[src/rtl/fetch_pkg.sv]
// fetch_pkg: constants and the queue entry type shared by the instruction fetch stage.
// The entry fields are sized for the widest supported PC and instruction (32 bits).
// Narrower ADDR_W / INST_W builds zero-extend into them.
package fetch_pkg;

  // Every instruction is one 32-bit word, so the PC always advances by four bytes.
  localparam int INST_BYTES   = 4;

  // Field widths of a queued entry.
  localparam int ENTRY_PC_W   = 32;
  localparam int ENTRY_INST_W = 32;

  // One prefetched instruction together with the PC it was fetched from.
  typedef struct packed {
    logic [ENTRY_PC_W-1:0]   pc;
    logic [ENTRY_INST_W-1:0] inst;
  } fetch_entry_t;

endpackage

[src/rtl/fetch_queue.sv]
// fetch_queue: synchronous prefetch FIFO of fetch_entry_t with push, pop, flush and occupancy.
// Full and empty are told apart by the extra wrap bit on each pointer, so DEPTH must be a
// power of two (>= 2). A push and a pop in the same cycle are allowed even when the queue
// is full: the slot being vacated by the pop is the one the push writes.
module fetch_queue
  import fetch_pkg::*;
#(
  parameter  int DEPTH = 4,
  localparam int PTR_W = $clog2(DEPTH),
  localparam int CNT_W = $clog2(DEPTH + 1)
) (
  input  logic             clk_i,
  input  logic             rst_i,
  input  logic             flush_i,
  input  logic             push_i,
  input  fetch_entry_t     push_data_i,
  input  logic             pop_i,
  output fetch_entry_t     head_o,
  output logic             empty_o,
  output logic             full_o,
  output logic [CNT_W-1:0] count_o
);

  localparam logic [PTR_W:0] PTR_ONE = (PTR_W + 1)'(1);

  fetch_entry_t   mem_q [DEPTH];
  logic [PTR_W:0] wrPtr_q, wrPtr_d;
  logic [PTR_W:0] rdPtr_q, rdPtr_d;
  logic           doPush;
  logic           doPop;

  // Status flags and the accepted push/pop strobes for this cycle.
  always_comb begin
    empty_o = (wrPtr_q == rdPtr_q);
    full_o  = (wrPtr_q[PTR_W] != rdPtr_q[PTR_W]) &&
              (wrPtr_q[PTR_W-1:0] == rdPtr_q[PTR_W-1:0]);
    count_o = CNT_W'(wrPtr_q - rdPtr_q);
    doPop   = pop_i & ~empty_o;
    doPush  = push_i & (~full_o | doPop);
    head_o  = mem_q[rdPtr_q[PTR_W-1:0]];
  end

  // Pointer update: a flush empties the queue and overrides any push or pop.
  always_comb begin
    wrPtr_d = wrPtr_q;
    rdPtr_d = rdPtr_q;
    if (flush_i) begin
      wrPtr_d = '0;
      rdPtr_d = '0;
    end else begin
      if (doPush) wrPtr_d = wrPtr_q + PTR_ONE;
      if (doPop)  rdPtr_d = rdPtr_q + PTR_ONE;
    end
  end

  // Pointer registers with synchronous reset.
  always_ff @(posedge clk_i) begin
    if (rst_i) begin
      wrPtr_q <= '0;
      rdPtr_q <= '0;
    end else begin
      wrPtr_q <= wrPtr_d;
      rdPtr_q <= rdPtr_d;
    end
  end

  // Entry storage carries no reset; the pointers alone decide which slots are live.
  always_ff @(posedge clk_i) begin
    if (doPush && !flush_i && !rst_i) begin
      mem_q[wrPtr_q[PTR_W-1:0]] <= push_data_i;
    end
  end

endmodule

[src/rtl/fetch_unit.sv]
// fetch_unit: instruction fetch stage. Owns the PC, issues pipelined reads to instruction
// memory, buffers returned words in a prefetch queue and presents {pc, inst} to decode over
// a valid/ready handshake. A redirect flushes the queue and discards responses that were
// still in flight when it happened.
// Optional feature: define FETCH_PERF_EN to add the fetch_cnt_o delivered-instruction counter.
module fetch_unit
  import fetch_pkg::*;
#(
  parameter int                ADDR_W   = 32,
  parameter int                INST_W   = 32,
  parameter int                DEPTH    = 4,
  parameter logic [ADDR_W-1:0] RESET_PC = '0
) (
  input  logic              clk_i,
  input  logic              rst_i,
  input  logic              start_i,
  output logic              imem_req_o,
  output logic [ADDR_W-1:0] imem_addr_o,
  input  logic              imem_rvalid_i,
  input  logic [INST_W-1:0] imem_rdata_i,
  output logic              inst_valid_o,
  output logic [INST_W-1:0] inst_o,
  output logic [ADDR_W-1:0] inst_pc_o,
  input  logic              inst_ready_i,
  input  logic              redirect_i,
  input  logic [ADDR_W-1:0] redirect_pc_i
`ifdef FETCH_PERF_EN
  ,
  output logic [31:0]       fetch_cnt_o
`endif
);

  localparam int                CNT_W         = $clog2(DEPTH + 1);
  localparam logic [ADDR_W-1:0] PC_STEP       = ADDR_W'(INST_BYTES);
  localparam logic [ADDR_W-1:0] ALIGN_MASK    = ~ADDR_W'(INST_BYTES - 1);
  localparam logic [ADDR_W-1:0] RESET_PC_WORD = RESET_PC & ALIGN_MASK;
  localparam logic [CNT_W:0]    CREDIT_LIMIT  = (CNT_W + 1)'(DEPTH);
  localparam logic [CNT_W-1:0]  CNT_ONE       = CNT_W'(1);

  logic [ADDR_W-1:0] fetchPc_q, fetchPc_d;
  logic [ADDR_W-1:0] respPc_q, respPc_d;
  logic [CNT_W-1:0]  outstanding_q, outstanding_d;
  logic [CNT_W-1:0]  discard_q, discard_d;

  logic [ADDR_W-1:0] redirectTarget;
  logic [CNT_W:0]    creditUsed;
  logic [CNT_W-1:0]  queueCount;
  logic              queueEmpty;
  logic              queueFull;
  logic              issue;
  logic              respAccept;
  logic              respDrop;
  logic              pushFire;
  logic              popFire;
  fetch_entry_t      pushEntry;
  fetch_entry_t      headEntry;

  // Issue, response and handshake decisions. Credits (queued + in flight) never exceed
  // DEPTH, so every response accepted here is guaranteed a free queue slot.
  always_comb begin
    redirectTarget = redirect_pc_i & ALIGN_MASK;
    creditUsed     = {1'b0, queueCount} + {1'b0, outstanding_q};
    issue          = start_i & ~rst_i & ~redirect_i & (creditUsed < CREDIT_LIMIT);
    respAccept     = imem_rvalid_i & (outstanding_q != '0);
    respDrop       = respAccept & (redirect_i | (discard_q != '0));
    pushFire       = respAccept & ~respDrop;
    popFire        = ~queueEmpty & inst_ready_i & ~redirect_i;
    pushEntry.pc   = ENTRY_PC_W'(respPc_q);
    pushEntry.inst = ENTRY_INST_W'(imem_rdata_i);
  end

  // Next-state for the PCs and the in-flight / discard counters; redirect takes priority.
  always_comb begin
    fetchPc_d     = fetchPc_q;
    respPc_d      = respPc_q;
    discard_d     = discard_q;
    outstanding_d = outstanding_q + CNT_W'(issue) - CNT_W'(respAccept);
    if (redirect_i) begin
      fetchPc_d = redirectTarget;
      respPc_d  = redirectTarget;
      discard_d = outstanding_q - CNT_W'(respAccept);
    end else begin
      if (issue)    fetchPc_d = fetchPc_q + PC_STEP;
      if (pushFire) respPc_d  = respPc_q + PC_STEP;
      if (respAccept && (discard_q != '0)) discard_d = discard_q - CNT_ONE;
    end
  end

  // PC and counter registers; reset overrides every other input.
  always_ff @(posedge clk_i) begin
    if (rst_i) begin
      fetchPc_q     <= RESET_PC_WORD;
      respPc_q      <= RESET_PC_WORD;
      outstanding_q <= '0;
      discard_q     <= '0;
    end else begin
      fetchPc_q     <= fetchPc_d;
      respPc_q      <= respPc_d;
      outstanding_q <= outstanding_d;
      discard_q     <= discard_d;
    end
  end

  fetch_queue #(
    .DEPTH (DEPTH)
  ) u_queue (
    .clk_i       (clk_i),
    .rst_i       (rst_i),
    .flush_i     (redirect_i),
    .push_i      (pushFire),
    .push_data_i (pushEntry),
    .pop_i       (popFire),
    .head_o      (headEntry),
    .empty_o     (queueEmpty),
    .full_o      (queueFull),
    .count_o     (queueCount)
  );

  assign imem_req_o   = issue;
  assign imem_addr_o  = fetchPc_q;
  assign inst_valid_o = ~queueEmpty;
  assign inst_o       = INST_W'(headEntry.inst);
  assign inst_pc_o    = ADDR_W'(headEntry.pc);

`ifdef FETCH_PERF_EN
  logic [31:0] fetchCnt_q;

  // Delivered-instruction counter: one per accepted pop, wraps naturally, cleared only by reset.
  always_ff @(posedge clk_i) begin
    if (rst_i) begin
      fetchCnt_q <= '0;
    end else if (popFire) begin
      fetchCnt_q <= fetchCnt_q + 32'd1;
    end
  end

  assign fetch_cnt_o = fetchCnt_q;
`endif

  // Memory must never answer when nothing is in flight; such a response is ignored.
  a_no_orphan_resp: assert property (@(posedge clk_i) disable iff (rst_i)
    imem_rvalid_i |-> (outstanding_q != '0));

  // The credit scheme must never let a push land in a full queue without a matching pop.
  a_no_overflow: assert property (@(posedge clk_i) disable iff (rst_i)
    pushFire |-> (!queueFull || popFire));

endmodule

[config.mk]
export PLATFORM = sky130hd
export DESIGN_NAME = fetch_unit
export DESIGN_NICKNAME = d
export VERILOG_FILES = /design/src/rtl/fetch_pkg.sv /design/src/rtl/fetch_queue.sv /design/src/rtl/fetch_unit.sv
export SDC_FILE = /design/constraint.sdc
export NUM_CORES = 1
export LEC_CHECK = 0
export CORE_MARGIN = 1
export CORE_UTILIZATION = 35
export CTS_BUF_LIST = sky130_fd_sc_hd__clkbuf_2 sky130_fd_sc_hd__clkbuf_4 sky130_fd_sc_hd__clkbuf_8
export CTS_CLUSTER_DIAMETER = 200
export DETAILED_ROUTE_END_ITERATION = 10
export GPL_TIMING_DRIVEN = 0
export PLACE_DENSITY_LB_ADDON = 0.2
export SLEW_MARGIN = 10
export SYNTH_ARGS = -nofsm -noshare
export SYNTH_HDL_FRONTEND = slang
export SYNTH_SLANG_ARGS = --single-unit
[constraint.sdc]
create_clock -name clk_i -period 4.85 [get_ports clk_i]
set_clock_uncertainty 0.05 [all_clocks]
set_input_delay 0.97 -clock clk_i [delete_from_list [all_inputs] [get_ports clk_i]]
set_output_delay 0.97 -clock clk_i [all_outputs]
set_load 0.005 [all_outputs]
==> summary.txt, run 1 <==
STA
  – Fraction of the cycle the final worst path needs: ~96%
  – Clock period minus final worst setup slack: ~4.6 ns
  – Setup repair after global routing missed its margin: false
  – Number of max-slew violations in the final report: 0
  – Final Hold Fails: 0
  – Slew of the pin with the lowest slew margin: between 1 and 1.5 ns
  – Final setup violation count: 0
  – Achievable Freq: 215 MHz
  – Tightest slew margin relative to the limit: a little under a third

Power and ir drop
  – Register share of total power: roughly 50%
  – Worst IR Drop VDD: 0.161 mV
  – Leakage: about 5.4 nW
  – Switching power of the nets: ~0.0015 W
  – Switching power as a share of total power: 23.0%
  – Clock power share: approximately two fifths
  – Total power divided by cell area: ~380 nW/um2
  – Internal: slightly below 0.005 W
  – Combinational Power Share: roughly 9.2%

Yosys
  – Cell count after synthesis: 837
  – Register bit total from synthesis: between 300 and 400
  – Dominant synthesized flop cell: edfxtp_1
  – Asr flop ratio synth: 0%
  – Total of warnings raised by yosys: 0
  – Sequential area share after synthesis: approximately two thirds
  – Unique masters post-synth: 49
  – Cell area after synthesis: 13,200 um2
  – Count of flip-flops with a built-in enable after synthesis: between 200 and 250
  – Synthesized area per cell: around 16 um2

Hold path
  – Number of cells on the worst hold path: 0
  – Worst min-delay path category: register to register

Placed design
  – Number of I/O port buffers: 160
  – Detailed placement HPWL: 20,700 um
  – Placed cell areas: approximately 16,000 um2
  – Gp weighted congestion: just over 0.8

Routing
  – Routed via count: around 8,000
  – Vias per inst: 4.86
  – DRC: 0
  – Uppermost layer routed: met4
  – Drt pass-1 iters: 4
  – Violation count after the first detailed-route iteration: ~430
  – Total routed wire length on the met1 layer: 14,900 um
  – Routed wl met2: roughly 13,000 um
  – Antenna-violating nets left: 0
  – Total length of routed met3 wires: between 1500 and 2000 um
  – Total routed wirelength: around 31,000 um
  – Wire length per cell after detailed routing: ~19 um

CTS
  – Total number of clock tree sinks: roughly 320
  – Hold buffer count at cts: 0
  – Clock tree from TritonCTS: done
  – Root buffer cell: clkbuf_8
  – Post-CTS clock slew at the launch and capture registers of the worst setup and hold paths: approximately 0.06 ns
  – CTS H-Tree Depth: 2
  – TritonCTS Buffers: 56
  – Clock Latency Late Sink: approximately 0.58 ns
  – Max clock buf depth: 3

Final layout
  – Number of diodes added for antenna fixing: 0
  – Final core utilization: between 40 and 50%
  – Register cell area after layout: 8930 um2
  – Fillcell total: between 3,000 and 4,000
  – Multi-input gate area in the final layout: about 4000 um2
  – Layout overhead on the synthesized area: 26.7%
  – Post-layout instance area: 16,700 um2
  – Share of layout cells above drive strength 1: ~17%
  – Fin nets: around 1,200

Job
  – Max_cap viols: 0

Global route
  – Pin count of the biggest net entering global routing: 35
  – Global-route wire length before repair: between 40,000 and 50,000 um
  – GRT Resource Usage Total: 16.2%
  – Antenna violations before repair: 0
  – Via count of the first global-routing pass: 8,084
  – Aggregate global routing overflow: 0

Setup path
  – Kind of capture point of the worst setup path: output pin
  – Source of the worst register-to-register timing path: u_queue.wrPtr_q[0]$_SDFFE_PP0N_
  – Category of the most critical setup path: register to output pin
  – Maximum cell stage delay along the critical path: approximately 0.53 ns
  – Worst r2r path cells: 16
  – Termination of the worst setup path: imem_req_o
  – Slowest stage cell on the critical path: or4b_4
  – Setup slack, reg-to-reg: ~1.2 ns
  – Crit path DAT: between 3 and 4 ns
  – Worst r2r dst: outstanding_q[2]$_SDFF_PP0_
  – Maximum fanout along the worst path: 10
  – Series of cell instances along the critical path: inv_1, ha_1, inv_1, fa_1, xor2_1, ha_1, or4b_4, nor2_4, nand2_4, inv_4, clkdlybuf4s50_1
  – WP data required: ~3.8 ns
  – Category of the worst setup path launch point: register
  – Worst setup path startpoint: u_queue.wrPtr_q[0]$_SDFFE_PP0N_

Floorplanning
  – Die W: slightly below 200 um
  – Die footprint: 38,500 um2
  – Die Ht: between 150 and 200 um
  – Core region area: between 30,000 and 40,000 um2
  – Cell row count: 70
  – Number of top-level pins: around 170
  – Initial core utilization: 35.8%

Status
  – Outcome: finished, final reports clean
==> power groups by stage <==
stage          clock, W  sequential [W]  combinational (W)
3_5_place_dp          0         0.00322           0.000578
6_report        0.00257         0.00317           0.000584
2_1_floorplan         0         0.00319           0.000304
5_1_grt         0.00276         0.00318           0.000645
4_1_cts         0.00265         0.00317           0.000587
3_3_place_gp          0         0.00322           0.000570
==> flip-flops by register name, summed over array words and instances, names as in the netlist, named ones only <==
name	count
u_queue.rdPtr_q	3
respPc_q	30
discard_q	3
imem_addr_o	30
u_queue.mem_q	248
outstanding_q	3
u_queue.wrPtr_q	3
==> Yosys cell counts, drive strengths merged, types with 2 or more instances <==
| cell type | instances | area share (%) |
|---|---|---|
| nand3 | 29 | 1.1 |
| and4 | 6 | 0.40 |
| edfxtp | 248 | 56 |
| fa | 2 | 0.30 |
| o22ai | 9 | 0.43 |
| and2 | 6 | 0.28 |
| ha | 17 | 1.6 |
| or3 | 4 | 0.19 |
| dfxtp | 74 | 11 |
| a21o | 4 | 0.23 |
| nand2 | 33 | 0.94 |
| o21bai | 2 | 0.11 |
| or2 | 5 | 0.24 |
| or4 | 4 | 0.26 |
| o211ai | 3 | 0.17 |
| a21oi | 29 | 1.1 |
| buf | 14 | 0.57 |
| a31oi | 10 | 0.47 |
| nor2b | 3 | 0.14 |
| xor2 | 25 | 1.7 |
| a211oi | 7 | 0.40 |
| nor2 | 28 | 0.80 |
| a21boi | 30 | 1.7 |
| and3 | 7 | 0.33 |
| xnor2 | 40 | 2.7 |
| mux4 | 62 | 11 |
| nand4 | 22 | 1.0 |
| inv | 43 | 1.2 |
| nor4 | 15 | 1.1 |
| clkbuf | 26 | 0.74 |
| nor3 | 15 | 0.76 |
| o21a | 5 | 0.28 |
==> area by class of cell <==
cell class | count | area share, %
flip-flops and latches | 322 | 53.3
inverters | 44 | 1.00
clock inverters | 29 | 1.55
clock buffers | 71 | 5.42
multi-input cells | 434 | 23.8
plain buffers | 40 | 1.03
repair buffers | 166 | 10.1
well taps | 504 | 3.77
==> metrics by stage <==
stage                     hold WS, ns  setup TNS, ns  total power, W  cells  setup WS (ns)
after floorplan                 0.417              0         0.00350    840           1.26
after global placement          0.452        -208.73         0.00379   1504         -0.884
after detailed placement        0.471              0         0.00380   1508         0.0315
after CTS                       0.472              0         0.00640   1608         0.0281
after global routing            0.487              0         0.00658   1610         0.0628
final                           0.468              0         0.00632   1610          0.202
==> worst max-delay path, delay by kind of cell, from the launching register on <==
kind,cells,cell delay (ns)
flip-flops,1,0.33
adder cells (fa/ha/maj),3,0.83
AND/OR/NAND/NOR,3,0.85
buffers and inverters,4,0.87
XOR/XNOR,1,0.17
==> layout by cell type, fill, tap and decap left out, types with 4 or more instances in the layout <==
cell type	n
a211oi_1	7
a21oi_1	29
nor2_1	27
nand3_1	29
xnor2_1	40
nor4_2	6
o21a_1	5
a21o_1	4
o22ai_1	9
clkbuf_1	26
clkbuf_8	60
nand4_1	22
clkbuf_4	11
or3_1	4
buf_12	4
a21boi_1	11
and3_1	7
ha_1	17
buf_1	9
clkdlybuf4s50_1	160
inv_1	42
clkinv_2	13
nor3_1	10
a31oi_1	10
clkinv_1	11
nor3_2	5
and2_4	4
nand2_1	32
bufinv_16	5
and4_1	6
edfxtp_1	248
a21boi_0	19
dfxtp_1	74
or2_2	5
mux4_2	62
xor2_1	25
conb_1	4
nor4_1	8
buf_4	6
==> worst min-delay path by stage <==
stage                                                  to  slack (ns)                            start
after global placement    u_queue.rdPtr_q[1]$_SDFFE_PP0N_        0.45  u_queue.rdPtr_q[1]$_SDFFE_PP0N_
after detailed placement  u_queue.rdPtr_q[1]$_SDFFE_PP0N_        0.47  u_queue.rdPtr_q[1]$_SDFFE_PP0N_
after global routing       u_queue.mem_q[2][63]$_DFFE_PP_        0.49        respPc_q[31]$_SDFFE_PP0P_
after floorplan                                  register        0.42  u_queue.rdPtr_q[1]$_SDFFE_PP0N_
final                      u_queue.mem_q[2][63]$_DFFE_PP_        0.47        respPc_q[31]$_SDFFE_PP0P_
after CTS                                        register        0.47  u_queue.rdPtr_q[1]$_SDFFE_PP0N_
==> cells by family after synthesis <==
group | Yosys count | synth area share, %
mux | 62 | 10.6
fa+ha+maj | 19 | 1.91
xor+xnor | 65 | 4.31
compound gates | 102 | 5.09
simple gates | 182 | 7.96
other cells | 1 | 0.0284
buf+inv | 84 | 2.56
flops | 322 | 67.6
==> timing repair <==
item / 4_1_cts / 5_1_grt
pin swaps: 0 / 1
setup endpoints to repair: 1 / 1
buffers inserted: 0 / 2
resized for setup: 6 / 0
==> per-layer routing <==
layer,vias to the layer above,GRT usage [%]
li1,3682,-
met3,55,3.61
met4,0,5.09
met2,253,24.4
met5,-,0
met1,3838,23.2
(Power assumes the default switching activity.)
==> run 2: changes to the inputs <==
--- a/config.mk
+++ b/config.mk
@@ -6,7 +6,7 @@
 export NUM_CORES = 1
 export LEC_CHECK = 0
 export CORE_MARGIN = 1
-export CORE_UTILIZATION = 35
+export CORE_UTILIZATION = 30
 export CTS_BUF_LIST = sky130_fd_sc_hd__clkbuf_2 sky130_fd_sc_hd__clkbuf_4 sky130_fd_sc_hd__clkbuf_8
 export CTS_CLUSTER_DIAMETER = 200
 export DETAILED_ROUTE_END_ITERATION = 10
==> run 2 against run 1 <==
Cell count is 4.8% higher. Via count is 0.57% higher. First-iteration DRC count is 17% higher. Core utilization is 6.5 points lower. Critical endpoint unchanged. Largest cell class unchanged. Largest power group unchanged.
==> summary.txt, run 2 (same netlist as run 1, synthesis figures left out) <==
Placed design
  – Number of I/O port buffers: 160 (unchanged)
  – Detailed placement HPWL: 22,100 um (was 20,700 um)
  – Gp weighted congestion: 0.789 (was 0.829)
  – Placement Setup Slack: 0.0791 ns (was 0.0315 ns)

Job
  – Max_cap viols: 0 (unchanged)

Final layout
  – Share of layout cells above drive strength 1: 17.3% (was 17.2%)
  – Final core utilization: 38.9% (was 45.4%)
  – Commonest non-fill, non-tap cell in the layout: edfxtp_1 (unchanged)
  – Number of diodes added for antenna fixing: 0 (unchanged)
  – Layout overhead on the synthesized area: 27.3% (was 26.7%)
  – Max reg flops: 248 (unchanged)
  – Commonest non-fill, non-tap cells in the layout: edfxtp_1 (248), clkdlybuf4s50_1 (160), dfxtp_1 (74) (unchanged)
  – Fin nets: 1,150 (was 1,153)

Global route
  – Met3 global-route usage: 3.07% (was 3.61%)
  – Met1 track demand over resource in global routing: 20.1% (was 23.2%)
  – Most crowded layer after global routing: met2 (unchanged)
  – GRT met2 Usage: 23.2% (was 24.4%)
  – Pin count of the biggest net entering global routing: 35 (unchanged)
  – Via count of the first global-routing pass: 8,187 (was 8,084)
  – Antenna violations before repair: 0 (unchanged)
  – GRT Resource Usage Total: 14.8% (was 16.2%)
  – Aggregate global routing overflow: 0 (unchanged)
  – Global-route wire length before repair: 49,400 um (was 47,200 um)

STA
  – Achievable Freq: 216 MHz (was 215 MHz)
  – Setup slack after layout: 0.226 ns (was 0.202 ns)
  – Tightest slew margin relative to the limit: 29.3% (was 30.3%)
  – Setup repair after global routing missed its margin: false (unchanged)
  – Clock period minus final worst setup slack: 4.62 ns (was 4.65 ns)
  – Final Hold Fails: 0 (unchanged)
  – Fraction of the cycle the final worst path needs: 95.3% (was 95.8%)
  – Slew of the pin with the lowest slew margin: 1.05 ns (was 1.04 ns)
  – Final setup violation count: 0 (unchanged)
  – Number of max-slew violations in the final report: 0 (unchanged)

Routing
  – DRC: 0 (unchanged)
  – Wire length per cell after detailed routing: 19.3 um (was 19.2 um)
  – Antenna-violating nets left: 0 (unchanged)
  – Vias per inst: 4.67 (was 4.86)
  – Routed via count: 7,873 (was 7,828)
  – Violation count after the first detailed-route iteration: 507 (was 432)
  – Drt pass-1 iters: 4 (unchanged)
  – Total routed wirelength: 32,600 um (was 30,900 um)

Power and ir drop
  – Worst IR Drop VDD: 0.170 mV (was 0.161 mV)
  – Leakage: 5.42 nW (was 5.44 nW)
  – Total power divided by cell area: 376 nW/um2 (was 377 nW/um2)

Floorplanning
  – Die W: 212 um (was 196 um)
  – Initial core utilization: 30.5% (was 35.8%)
  – Core region area: 43,300 um2 (was 36,900 um2)
  – Number of top-level pins: 168 (unchanged)
  – Die Ht: 212 um (was 196 um)
  – Die footprint: 44,900 um2 (was 38,500 um2)
  – Cell row count: 76 (was 70)

Status
  – Outcome: finished, final reports clean (unchanged)

CTS
  – CTS H-Tree Depth: 2 (unchanged)
  – Post-CTS clock slew at the launch and capture registers of the worst setup and hold paths: 0.06 ns (about the same)
  – Clock Latency Late Sink: 0.62 ns (was 0.58 ns)
  – TritonCTS Buffers: 54 (was 56)
  – Max clock buf depth: 3 (unchanged)
  – Hold buffer count at cts: 0 (unchanged)
  – Root buffer cell: clkbuf_8 (unchanged)
  – Clock tree from TritonCTS: done (unchanged)
  – Total number of clock tree sinks: 322 (unchanged)

Setup path
  – Category of the worst setup path launch point: register (unchanged)
  – Critical path buffer and inverter count: 4 (unchanged)
  – Maximum fanout along the worst path: 10 (unchanged)
  – Crit path DAT: 3.60 ns (was 3.63 ns)
  – Kind of capture point of the worst setup path: output pin (unchanged)
  – Slowest stage cell on the critical path: or4b_4 (unchanged)
  – Category of the most critical setup path: register to output pin (unchanged)
  – Dominant delay contributor by cell family on the critical path: buffers and inverters (unchanged)
  – Maximum cell stage delay along the critical path: 0.53 ns (about the same)
  – Series of cell instances along the critical path: inv_1, ha_1, inv_1, fa_1, xor2_1, ha_1, or4b_4, nor2_4, nand2_4, inv_4, clkdlybuf4s50_1 (unchanged)
  – WP data required: 3.83 ns (about the same)

Hold path
  – Worst min-delay path category: register to register (unchanged)
run 2: cell types whose count changed in the layout (fill, tap and decap cells not counted), sizes merged:
cell and change:
buf -1, clkbuf +3, clkinv -8, clkinvlp +1
inv +1
run 2: area by class of cell:
cell class	count	area (um2)
tap	585	732
buffer	40	173
timing repair buffer	165	1690
multi-input combinational	434	3980
clock buffer	74	906
inverter	44	168
clock inverter	23	243
sequential	322	8930
fill	4102	26400
run 2: stage by stage:
step	hold WS [ns]	instance area (um2)	setup TNS, ns	cells	total power (W)
6_report	0.478	16800	0	1687	0.00633
5_1_grt	0.498	16800	0	1687	0.00660
4_1_cts	0.485	16800	0	1686	0.00643
3_5_place_dp	0.475	15600	0	1589	0.00381
3_3_place_gp	0.464	15600	-252.74	1585	0.00380
2_1_floorplan	0.417	13200	0	840	0.00350
run 2: worst register-to-register path: cells and delay by family (launching register included):
family        cells  cell delay, ns
xor+xnor          3            0.50
fa+ha+maj         5            1.34
buf+inv           4            0.41
flops             1            0.32
simple gates      4            0.86
run 2: per-layer routing:
| layer | wire [um] | part of all wire (%) |
|---|---|---|
| met1 | 15300 | 47 |
| met2 | 14800 | 45 |
| met5 | 0 | 0 |
| met3 | 1610 | 4.9 |
| met4 | 896 | 2.7 |
run 2: path summary, 6_finish.rpt:
path / slack (ns) / cells past startpoint / start / endpoint
worst max-delay path: 0.23 / 11 / u_queue.wrPtr_q[0]$_SDFFE_PP0N_ / imem_req_o
worst min register to register: 0.48 / 0 / respPc_q[31]$_SDFFE_PP0P_ / u_queue.mem_q[0][63]$_DFFE_PP_
worst max register to register: 1.23 / 16 / u_queue.wrPtr_q[0]$_SDFFE_PP0N_ / outstanding_q[2]$_SDFF_PP0_
worst min-delay path: 0.48 / 0 / respPc_q[31]$_SDFFE_PP0P_ / u_queue.mem_q[0][63]$_DFFE_PP_
run 2: timing repair:
action                                  4_1_cts  5_1_grt
pin swaps                                     0        1
setup buffers                                 0        1
endpoints found under the setup margin        1        1
resized for setup                             6        0
run 2: power breakdown:
group	total, W	switching [W]	internal [W]	leakage (nW)
sequential	0.00316	0.0000948	0.00307	2.86
clock	0.00257	0.00109	0.00148	0.608
combinational	0.000588	0.000286	0.000302	1.95
total	0.00633	0.00148	0.00485	5.42
==> run 3: changes to the inputs <==
--- a/config.mk
+++ b/config.mk
@@ -11,7 +11,7 @@
 export CTS_CLUSTER_DIAMETER = 200
 export DETAILED_ROUTE_END_ITERATION = 10
 export GPL_TIMING_DRIVEN = 0
-export PLACE_DENSITY_LB_ADDON = 0.2
+export PLACE_DENSITY = 0.59
 export SLEW_MARGIN = 10
 export SYNTH_ARGS = -nofsm -noshare
 export SYNTH_HDL_FRONTEND = slang
==> run 3 against run 2 <==
Clock-buffer cell count down 2. Clock power down 12%. Fmax up 0.36%. Core utilization down 0.22 points. Die area unchanged. Hold slack worse by 0.0019 ns. Critical path depth unchanged. Via count down 1.1%. Total power down 4.8%. Critical path type unchanged. Sequential power about the same. Routed wire length down 2.5%. First-iteration DRC count down 3.6%.
==> summary.txt, run 3 (same netlist as run 1, synthesis figures left out) <==
Status
  – Outcome: finished, final reports clean (unchanged)

Placed design
  – Placement Setup Slack: 0.159 ns (was 0.0791 ns)
  – Number of placed instances, taps included: 1,589 (unchanged)
  – Detailed placement HPWL: 21,100 um (was 22,100 um)
  – Number of I/O port buffers: 160 (unchanged)
  – Gp weighted congestion: 0.798 (was 0.789)

Global route
  – GRT Resource Usage Total: 14.4% (was 14.8%)
  – Antenna violations before repair: 2 (was 0)
  – Via count of the first global-routing pass: 8,217 (was 8,187)
  – Pin count of the biggest net entering global routing: 50 (was 35)
  – Global-route wire length before repair: 48,700 um (was 49,400 um)
  – Aggregate global routing overflow: 0 (unchanged)

Floorplanning
  – Initial core utilization: 30.5% (unchanged)
  – Cell row count: 76 (unchanged)
  – Die W: 212 um (unchanged)
  – Die Ht: 212 um (unchanged)
  – Core region area: 43,300 um2 (unchanged)
  – Die footprint: 44,900 um2 (unchanged)
  – Number of top-level pins: 168 (unchanged)

Setup path
  – Category of the most critical setup path: register to output pin (unchanged)
  – Worst r2r dst: outstanding_q[2]$_SDFF_PP0_ (unchanged)
  – Crit path DAT: 3.59 ns (was 3.60 ns)
  – Setup slack, reg-to-reg: 1.23 ns (about the same)
  – Category of the worst setup path launch point: register (unchanged)
  – Worst r2r path cells: 16 (unchanged)
  – Maximum cell stage delay along the critical path: 0.52 ns (was 0.53 ns)
  – Source of the worst register-to-register timing path: u_queue.wrPtr_q[0]$_SDFFE_PP0N_ (unchanged)
  – Slowest stage cell on the critical path: or4b_4 (unchanged)
  – Series of cell instances along the critical path: inv_1, ha_1, inv_1, fa_1, xor2_1, ha_1, or4b_4, nor2_4, nand2_4, inv_2, clkdlybuf4s50_1 (was inv_1, ha_1, inv_1, fa_1, xor2_1, ha_1, or4b_4, nor2_4, nand2_4, inv_4, clkdlybuf4s50_1)
  – Dominant delay contributor by cell family on the critical path: buffers and inverters (unchanged)
  – Kind of capture point of the worst setup path: output pin (unchanged)
  – Critical path buffer and inverter count: 4 (unchanged)
  – WP data required: 3.83 ns (about the same)
  – Maximum fanout along the worst path: 10 (unchanged)

STA
  – Tightest slew margin relative to the limit: 31.5% (was 29.3%)
  – Fraction of the cycle the final worst path needs: 95.0% (was 95.3%)
  – Number of max-slew violations in the final report: 0 (unchanged)
  – Slew of the pin with the lowest slew margin: 1.02 ns (was 1.05 ns)
  – Achievable Freq: 217 MHz (was 216 MHz)
  – Setup repair after global routing missed its margin: false (unchanged)
  – Setup slack after layout: 0.242 ns (was 0.226 ns)
  – Final Hold Fails: 0 (unchanged)
  – Clock period minus final worst setup slack: 4.61 ns (was 4.62 ns)
  – Final-layout worst hold slack: 0.476 ns (was 0.478 ns)
  – Final setup violation count: 0 (unchanged)

Final layout
  – Max reg flops: 248 (unchanged)
  – Non-Filler Instances: 1,693 (was 1,687)
  – Layout overhead on the synthesized area: 26.6% (was 27.3%)
  – Fin nets: 1,152 (was 1,150)
  – Number of diodes added for antenna fixing: 0 (unchanged)
  – Register cell area after layout: 8930 um2 (unchanged)
  – Fillcell total: 4,125 (was 4,102)
  – Commonest non-fill, non-tap cell in the layout: edfxtp_1 (unchanged)
  – Commonest non-fill, non-tap cells in the layout: edfxtp_1 (248), clkdlybuf4s50_1 (160), dfxtp_1 (74) (unchanged)
  – Multi-input gate area in the final layout: 3980 um2 (unchanged)
  – Share of layout cells above drive strength 1: 16.2% (was 17.3%)

Hold path
  – Worst min-delay path category: register to register (unchanged)
  – Hold-critical path endpoint: u_queue.rdPtr_q[1]$_SDFFE_PP0N_ (was u_queue.mem_q[0][63]$_DFFE_PP_)
  – Startpoint of the worst hold path: u_queue.rdPtr_q[1]$_SDFFE_PP0N_ (was respPc_q[31]$_SDFFE_PP0P_)
  – Number of cells on the worst hold path: 2 (was 0)

CTS
  – Post-CTS clock slew at the launch and capture registers of the worst setup and hold paths: 0.06 ns (about the same)
  – Clock tree from TritonCTS: done (unchanged)
  – TritonCTS Buffers: 55 (was 54)
  – Max clock buf depth: 3 (unchanged)
  – CTS H-Tree Depth: 2 (unchanged)
  – Hold buffer count at cts: 0 (unchanged)
  – Total number of clock tree sinks: 322 (unchanged)
  – Root buffer cell: clkbuf_8 (unchanged)
  – Clock Latency Late Sink: 0.61 ns (was 0.62 ns)

Power and ir drop
  – Worst IR Drop VDD: 0.156 mV (was 0.170 mV)
  – Leakage: 5.37 nW (was 5.42 nW)
  – PnR Total Power: 0.00602 W (was 0.00633 W)
  – Total power divided by cell area: 360 nW/um2 (was 376 nW/um2)

Routing
  – Violation count after the first detailed-route iteration: 489 (was 507)
  – Drt pass-1 iters: 4 (unchanged)
  – Routed via count: 7,790 (was 7,873)
  – Total routed wirelength: 31,800 um (was 32,600 um)
  – DRC: 0 (unchanged)
  – Vias per inst: 4.60 (was 4.67)
  – Antenna-violating nets left: 0 (unchanged)
  – Wire length per cell after detailed routing: 18.8 um (was 19.3 um)

Job
  – Max_cap viols: 0 (unchanged)
-- run 3: stage by stage --
step	setup TNS (ns)	area, um2	util [%]
after floorplan	0	13200	-
after global placement	-193.25	15600	36.0
after detailed placement	0	15700	36.2
after CTS	0	16700	38.6
after global routing	0	16700	38.7
final	0	16700	38.7
-- run 3: tightest hold or removal path, stage by stage (launching register included) --
cell and delay [ns]:
dfxtp_1 0.33, nand2_1 0.06, a21oi_1 0.08
-- run 3: cell type report --
cell class                 count  share of cell area (%)
multi-input combinational    434                    23.8
tap                          585                    4.38
inverter                      44                   0.987
timing repair buffer         166                    10.3
buffer                        40                    1.03
clock buffer                  72                    5.33
sequential                   322                    53.4
clock inverter                30                   0.770
-- run 3: power by group --
| group | leakage, nW | switching (W) | internal [W] |
|---|---|---|---|
| Clock | 0.539 | 0.00107 | 0.00119 |
| Combinational | 1.97 | 0.000281 | 0.000306 |
| Sequential | 2.86 | 0.0000977 | 0.00307 |
-- run 3: metal layers --
metal  vias to the layer above  track usage, %  part of all wire, %
li1                       3675               -                    -
met1                      3816            19.8                   47
met2                       244            22.1                   44
met3                        53            4.09                  6.8
met4                         2            4.50                  1.9
met5                         -               0                0.044
-- run 3: worst max path at each step --
stage	from	to	cells after the start
2_1_floorplan	u_queue.wrPtr_q[0]$_SDFFE_PP0N_	outstanding_q[2]$_SDFF_PP0_	16
3_3_place_gp	imem_rvalid_i	u_queue.mem_q[3][22]$_DFFE_PP_	6
3_5_place_dp	start_i	imem_req_o	6
4_1_cts	u_queue.wrPtr_q[0]$_SDFFE_PP0N_	imem_req_o	11
5_1_grt	u_queue.wrPtr_q[0]$_SDFFE_PP0N_	imem_req_o	11
6_report	u_queue.wrPtr_q[0]$_SDFFE_PP0N_	imem_req_o	11
-- run 3: timing repair --
action | 4_1_cts | 5_1_grt
setup buffers | 0 | 2
gates resized for setup | 5 | 0
endpoints found under the setup margin | 1 | 1
pin swaps | 0 | 1
==> edit 1 (config.mk and constraints of run 2) <==
`DEPTH` is set to 4 in 2 places; all go to 8.
--- a/src/rtl/fetch_queue.sv
+++ b/src/rtl/fetch_queue.sv
@@ -5,7 +5,7 @@
 module fetch_queue
   import fetch_pkg::*;
 #(
-  parameter  int DEPTH = 4,
+  parameter  int DEPTH = 8,
   localparam int PTR_W = $clog2(DEPTH),
   localparam int CNT_W = $clog2(DEPTH + 1)
 ) (
--- a/src/rtl/fetch_unit.sv
+++ b/src/rtl/fetch_unit.sv
@@ -8,7 +8,7 @@
 #(
   parameter int                ADDR_W   = 32,
   parameter int                INST_W   = 32,
-  parameter int                DEPTH    = 4,
+  parameter int                DEPTH    = 8,
   parameter logic [ADDR_W-1:0] RESET_PC = '0
 ) (
   input  logic              clk_i,
Formal check against the unedited RTL: not equivalent (a bounded check fails within 10 cycles, from zero or initial values and one cycle with rst_i high).
==> edit 1 against run 2 <==
- routed wire length is 81% higher
- synthesized area rose by 76%
- combinational power increased by 35%
- final cell count increased by 61%
- sequential power increased by 78%
- non-clock buffer count grew 58
- design area grew 71%
- setup slack lost 11 ps
- utilization is 1.1 points lower
- total power grew 69%
- clock power is 68% higher
- sequential share of layout area grew 4.1 points
- sequential cell count rose by 253
- critical path type unchanged
- critical endpoint unchanged
- highest routed layer unchanged
==> edit 1: results (changes against run 2) <==
The setup slack of the most critical reg-to-reg path is 480 ps (was 1230 ps). The arrival time reported for the critical path endpoint is 3620 ps (was 3600 ps). The detailed-route via count was 13100 (was 7873).

The amount of wire on met2 after detailed routing is 28.8 mm (was 14.8 mm). The kind of cell adding the most delay to the critical path is simple AND/OR/NAND/NOR gates (was buffers and inverters). The largest fanout of any net on the critical path came out at 11 (was 10). The total placed cells including tap cells is 2531 (was 1589). The register fraction of the total cell area came out at 0.572 (was 0.531). The biggest cell delay along the critical path is 510 ps (was 530 ps). The slowest library cell on the worst path is sky130_fd_sc_hd__or4b_1 (was sky130_fd_sc_hd__or4b_4).

The half-perimeter wire length after placement came out at 39.2 mm (was 22.1 mm). The H-tree level count came to 3 (was 2). The wire length of the first global-routing pass came out at 88.8 mm (was 49.4 mm). The number of buffers inserted during clock tree synthesis was 99 (was 54). Run status: finished clean (unchanged). The combined global-route utilization of all metal layers is 0.153 (was 0.148).

The total wirelength of the detailed-routed design came out at 59.1 mm (was 32.6 mm). The clock buffer and inverter area fraction after layout is 0.0681 (was 0.0683). The die footprint came out at 78600 um2 (was 44900 um2). The area added between synthesis and finish came out at 24.0% (was 27.3%). The startpoint of the most critical register-to-register path is discard_q[0]$_SDFFE_PP0P_ (was u_queue.wrPtr_q[0]$_SDFFE_PP0N_). The number of inserted filler cells in the final layout came out at 7181 (was 4102). The hold path endpoint is u_queue.wrPtr_q[3]$_SDFFE_PP0N_ (was u_queue.mem_q[0][63]$_DFFE_PP_). The multi-input combinational cell count is 636 (was 434). The length of the first detailed-routing pass in iterations came out at 5 (was 4). The wire length on met3 is 3.06 mm (was 1.61 mm). The number of inverters outside the clock class in the layout came to 28 (was 44). The post-synthesis compound-gate area fraction was 0.0331 (was 0.0509). Synth cell count leaders: sky130_fd_sc_hd__edfxtp_1, sky130_fd_sc_hd__mux4_2, sky130_fd_sc_hd__dfxtp_1 (was sky130_fd_sc_hd__edfxtp_1, sky130_fd_sc_hd__dfxtp_1, sky130_fd_sc_hd__mux4_2). The number of global-route vias before repair is 13900 (was 8187). The number of clock buffer instances in the layout came to 141 (was 74). The non-clock buffer instance count of the final layout came out at 263 (was 205).

The origin of the worst setup path is u_queue.rdPtr_q[1]$_SDFFE_PP0N_ (was u_queue.wrPtr_q[0]$_SDFFE_PP0N_). The largest net degree at the start of global routing is 22 (was 35). The adder and majority cell fraction of the synthesized area came out at 0.0114 (was 0.0191). The number of diodes was 1 (was 0). The setup slack at placement came out at -75.3 ps (was 79.1 ps).
edit 1: changes by cell type after synthesis, moves of 11 or more:
cell	run 2	this run
sky130_fd_sc_hd__inv_1	43	26
sky130_fd_sc_hd__o21ai_0	0	20
sky130_fd_sc_hd__nor2_1	28	56
sky130_fd_sc_hd__mux2_2	0	69
sky130_fd_sc_hd__clkbuf_1	26	49
sky130_fd_sc_hd__edfxtp_1	248	496
sky130_fd_sc_hd__a21boi_0	19	2
sky130_fd_sc_hd__a21boi_1	11	0
sky130_fd_sc_hd__xnor2_1	40	24
sky130_fd_sc_hd__mux4_2	62	124
sky130_fd_sc_hd__a211oi_1	7	19
sky130_fd_sc_hd__xor2_1	25	11
sky130_fd_sc_hd__nand2_1	33	59
edit 1: power by group:
| group | internal, W | total, W | switching (W) | leakage (nW) |
|---|---|---|---|---|
| sequential | 0.00548 | 0.00561 | 0.000124 | 5.15 |
| clock | 0.00233 | 0.00431 | 0.00198 | 1.04 |
| combinational | 0.000395 | 0.000796 | 0.000401 | 2.80 |
==> edit 2 (flow settings as in run 2) <==
Without the edit above. Add a define of `FETCH_PERF_EN`.
--- a/src/rtl/fetch_unit.sv
+++ b/src/rtl/fetch_unit.sv
@@ -3,6 +3,8 @@
 // a valid/ready handshake. A redirect flushes the queue and discards responses that were
 // still in flight when it happened.
 // Optional feature: define FETCH_PERF_EN to add the fetch_cnt_o delivered-instruction counter.
+`define FETCH_PERF_EN
+
 module fetch_unit
   import fetch_pkg::*;
 #(
Function (old outputs only; new: fetch_cnt_o): kept (equiv_simple and equiv_induct, registers matched by name and starting in step).
==> edit 2 against run 2 <==
- combinational power up 12%
- setup slack better by 7.6 ps
- sequential cell count up 32
- routed wire length up 34%
- total power up 9.7%
- sequential share of layout area down 4.2 points
- design area up 16%
- critical path depth unchanged
- utilization up 0.13 points
- maximum frequency up 0.17%
- synthesized area up 16%
- largest power group unchanged
==> edit 2: results (changes against run 2) <==
The largest fanout of any net on the critical path is 11 (was 10). The standby leakage power is 6.14 nW (was 5.42 nW). The kind of path behind the tightest hold check is reg -> reg (unchanged). The total placed cells including tap cells is 1970 (was 1589).

The data-path buffer share of cell area in the final layout is 0.123 (was 0.111). The synthesized area divided by synthesized cell count is 14.0 um2 (was 15.8 um2). The detailed-route via count is 10800 (was 7873). The proportion of cell area occupied by multi-input gates is 0.275 (was 0.237). The largest net degree at the start of global routing is 48 (was 35). Run status: finished clean (unchanged). The multi-input combinational cell count is 644 (was 434).

The minimum clock period after layout came out at 4620 ps (about the same). The share of layout cells above drive strength 1 came out at 0.148 (was 0.173). The combined global-route utilization of all metal layers is 0.168 (was 0.148). The final standard cell count with taps included and fillers excluded is 2081 (was 1687). The number of inverters outside the clock class in the layout came to 30 (was 44). The worst slew margin relative to its limit is 0.314 (was 0.293). The setup slack at placement came out at 34.6 ps (was 79.1 ps). The CTS sink count is 354 (was 322).

The global placement routability congestion came out at 0.861 (was 0.789). The non-clock buffer instance count of the final layout came out at 272 (was 205). The largest vdd supply drop came to 0.193 mV (was 0.170 mV).

The detailed router's first-iteration violation count is 671 (was 507). The wire length of the first global-routing pass is 67.2 mm (was 49.4 mm). The length of the first detailed-routing pass in iterations is 5 (was 4).

The number of nets at the end of the flow is 1452 (was 1150). The number of buffers added on ports is 192 (was 160). The sequential share of the synthesized area is 0.626 (was 0.676).

The wire length per cell after detailed routing is 21.0 um (was 19.3 um). The number of clock buffer instances in the layout came out at 78 (was 74). The setup slack of the most critical reg-to-reg path is 1490 ps (was 1230 ps). The number of inserted filler cells in the final layout came out at 4733 (was 4102). The most frequently used flop master after synthesis was sky130_fd_sc_hd__edfxtp_1 (unchanged). Leading post-synthesis cells by cell area: sky130_fd_sc_hd__edfxtp_1, sky130_fd_sc_hd__dfxtp_1, sky130_fd_sc_hd__mux4_2, sky130_fd_sc_hd__or4_1, sky130_fd_sc_hd__nand4_1 (was sky130_fd_sc_hd__edfxtp_1, sky130_fd_sc_hd__dfxtp_1, sky130_fd_sc_hd__mux4_2, sky130_fd_sc_hd__xnor2_1, sky130_fd_sc_hd__xor2_1). The clock latency reported for the late side of the worst-skew pair was 670 ps (was 620 ps). The number of global-route vias before repair is 10900 (was 8187). The half-perimeter wire length after placement is 29.7 mm (was 22.1 mm). The clock buffer and inverter area fraction after layout came out at 0.0648 (was 0.0683). The number of distinct library cells after synthesis came to 76 (was 49).

The storage element area came to 9570 um2 (was 8930 um2). The number of maximum-capacitance violations is 0 (unchanged). The number of buffers inserted during clock tree synthesis is 60 (was 54).
==> edit 2: cell count changes after synthesis, sizes merged, moves of 12 or more <==
cell,run 2,this run
a21boi,30,6
clkbuf,26,48
dfxtp,74,106
inv,43,28
nand2,33,56
nand4,22,40
nor2,28,41
nor4,15,27
o21ai,0,20
o31a,0,17
o31ai,1,26
or4,4,37
xnor2,40,14
xor2,25,7
==> edit 2: per-layer routing <==
layer  track usage  up-vias  part of all wire
met2         0.262      351              0.46
met1         0.230     5363              0.45
li1              -     4966                 -
met3        0.0333       82             0.061
met4        0.0623        0             0.028
met5             0        -                 0
==> edit 2: worst max-delay path, stage by stage (launching register included) <==
cell	delay [ps]
sky130_fd_sc_hd__dfxtp_1	340
sky130_fd_sc_hd__inv_1	130
sky130_fd_sc_hd__ha_1	170
sky130_fd_sc_hd__inv_1	50
sky130_fd_sc_hd__fa_1	370
sky130_fd_sc_hd__xnor2_1	190
sky130_fd_sc_hd__ha_1	290
sky130_fd_sc_hd__nor4b_4	390
sky130_fd_sc_hd__nand3_4	130
sky130_fd_sc_hd__clkinv_4	110
sky130_fd_sc_hd__buf_4	220
sky130_fd_sc_hd__clkdlybuf4s50_1	530
==> edit 2: worst paths after layout <==
check / cells after the start / startpoint / to
max: 11 / u_queue.wrPtr_q[0]$_SDFFE_PP0N_ / imem_req_o
min: 2 / fetch_cnt_o[17]$_SDFFE_PP0N_ / fetch_cnt_o[17]$_SDFFE_PP0N_
max reg2reg: 15 / u_queue.wrPtr_q[0]$_SDFFE_PP0N_ / outstanding_q[2]$_SDFF_PP0_
min reg2reg: 2 / fetch_cnt_o[17]$_SDFFE_PP0N_ / fetch_cnt_o[17]$_SDFFE_PP0N_
==> edit 2: report_power, final <==
group	internal, W	total [W]	leakage, nW	switching [W]
clock network	0.00159	0.00285	0.662	0.00126
logic	0.000304	0.000657	2.36	0.000354
registers	0.00333	0.00343	3.12	0.000103
==> edit 2: kinds of logic (layout without fill, tap and decap cells) <==
family | after synthesis | in the layout | share of synthesized area
DFF | 354 | 354 | 0.626
and+or+nand+nor | 335 | 335 | 0.129
AOI/OAI and AO/OA | 193 | 193 | 0.0907
other | 1 | 4 | 0.000245
muxes | 71 | 71 | 0.0976
xor gates and xnor gates | 21 | 21 | 0.0125
adders and majority gates | 20 | 20 | 0.0174
buffers and inverters | 99 | 411 | 0.0267
==> edit 2: timing repair <==
| item | in CTS | in global routing |
|---|---|---|
| setup buffers | 3 | 0 |
| resized for setup | 6 | 0 |
| setup endpoints to repair | 1 | 0 |
==> edit 2: stage by stage <==
stage	instance area [um2]	setup TNS (ps)	util	hold WS [ps]
after CTS	19600	0	0.390	461
after global routing	19600	0	0.390	484
after detailed placement	18300	0	0.364	453
final	19600	0	0.390	465
after floorplan	15300	0	-	408
after global placement	18100	-375510	0.360	448
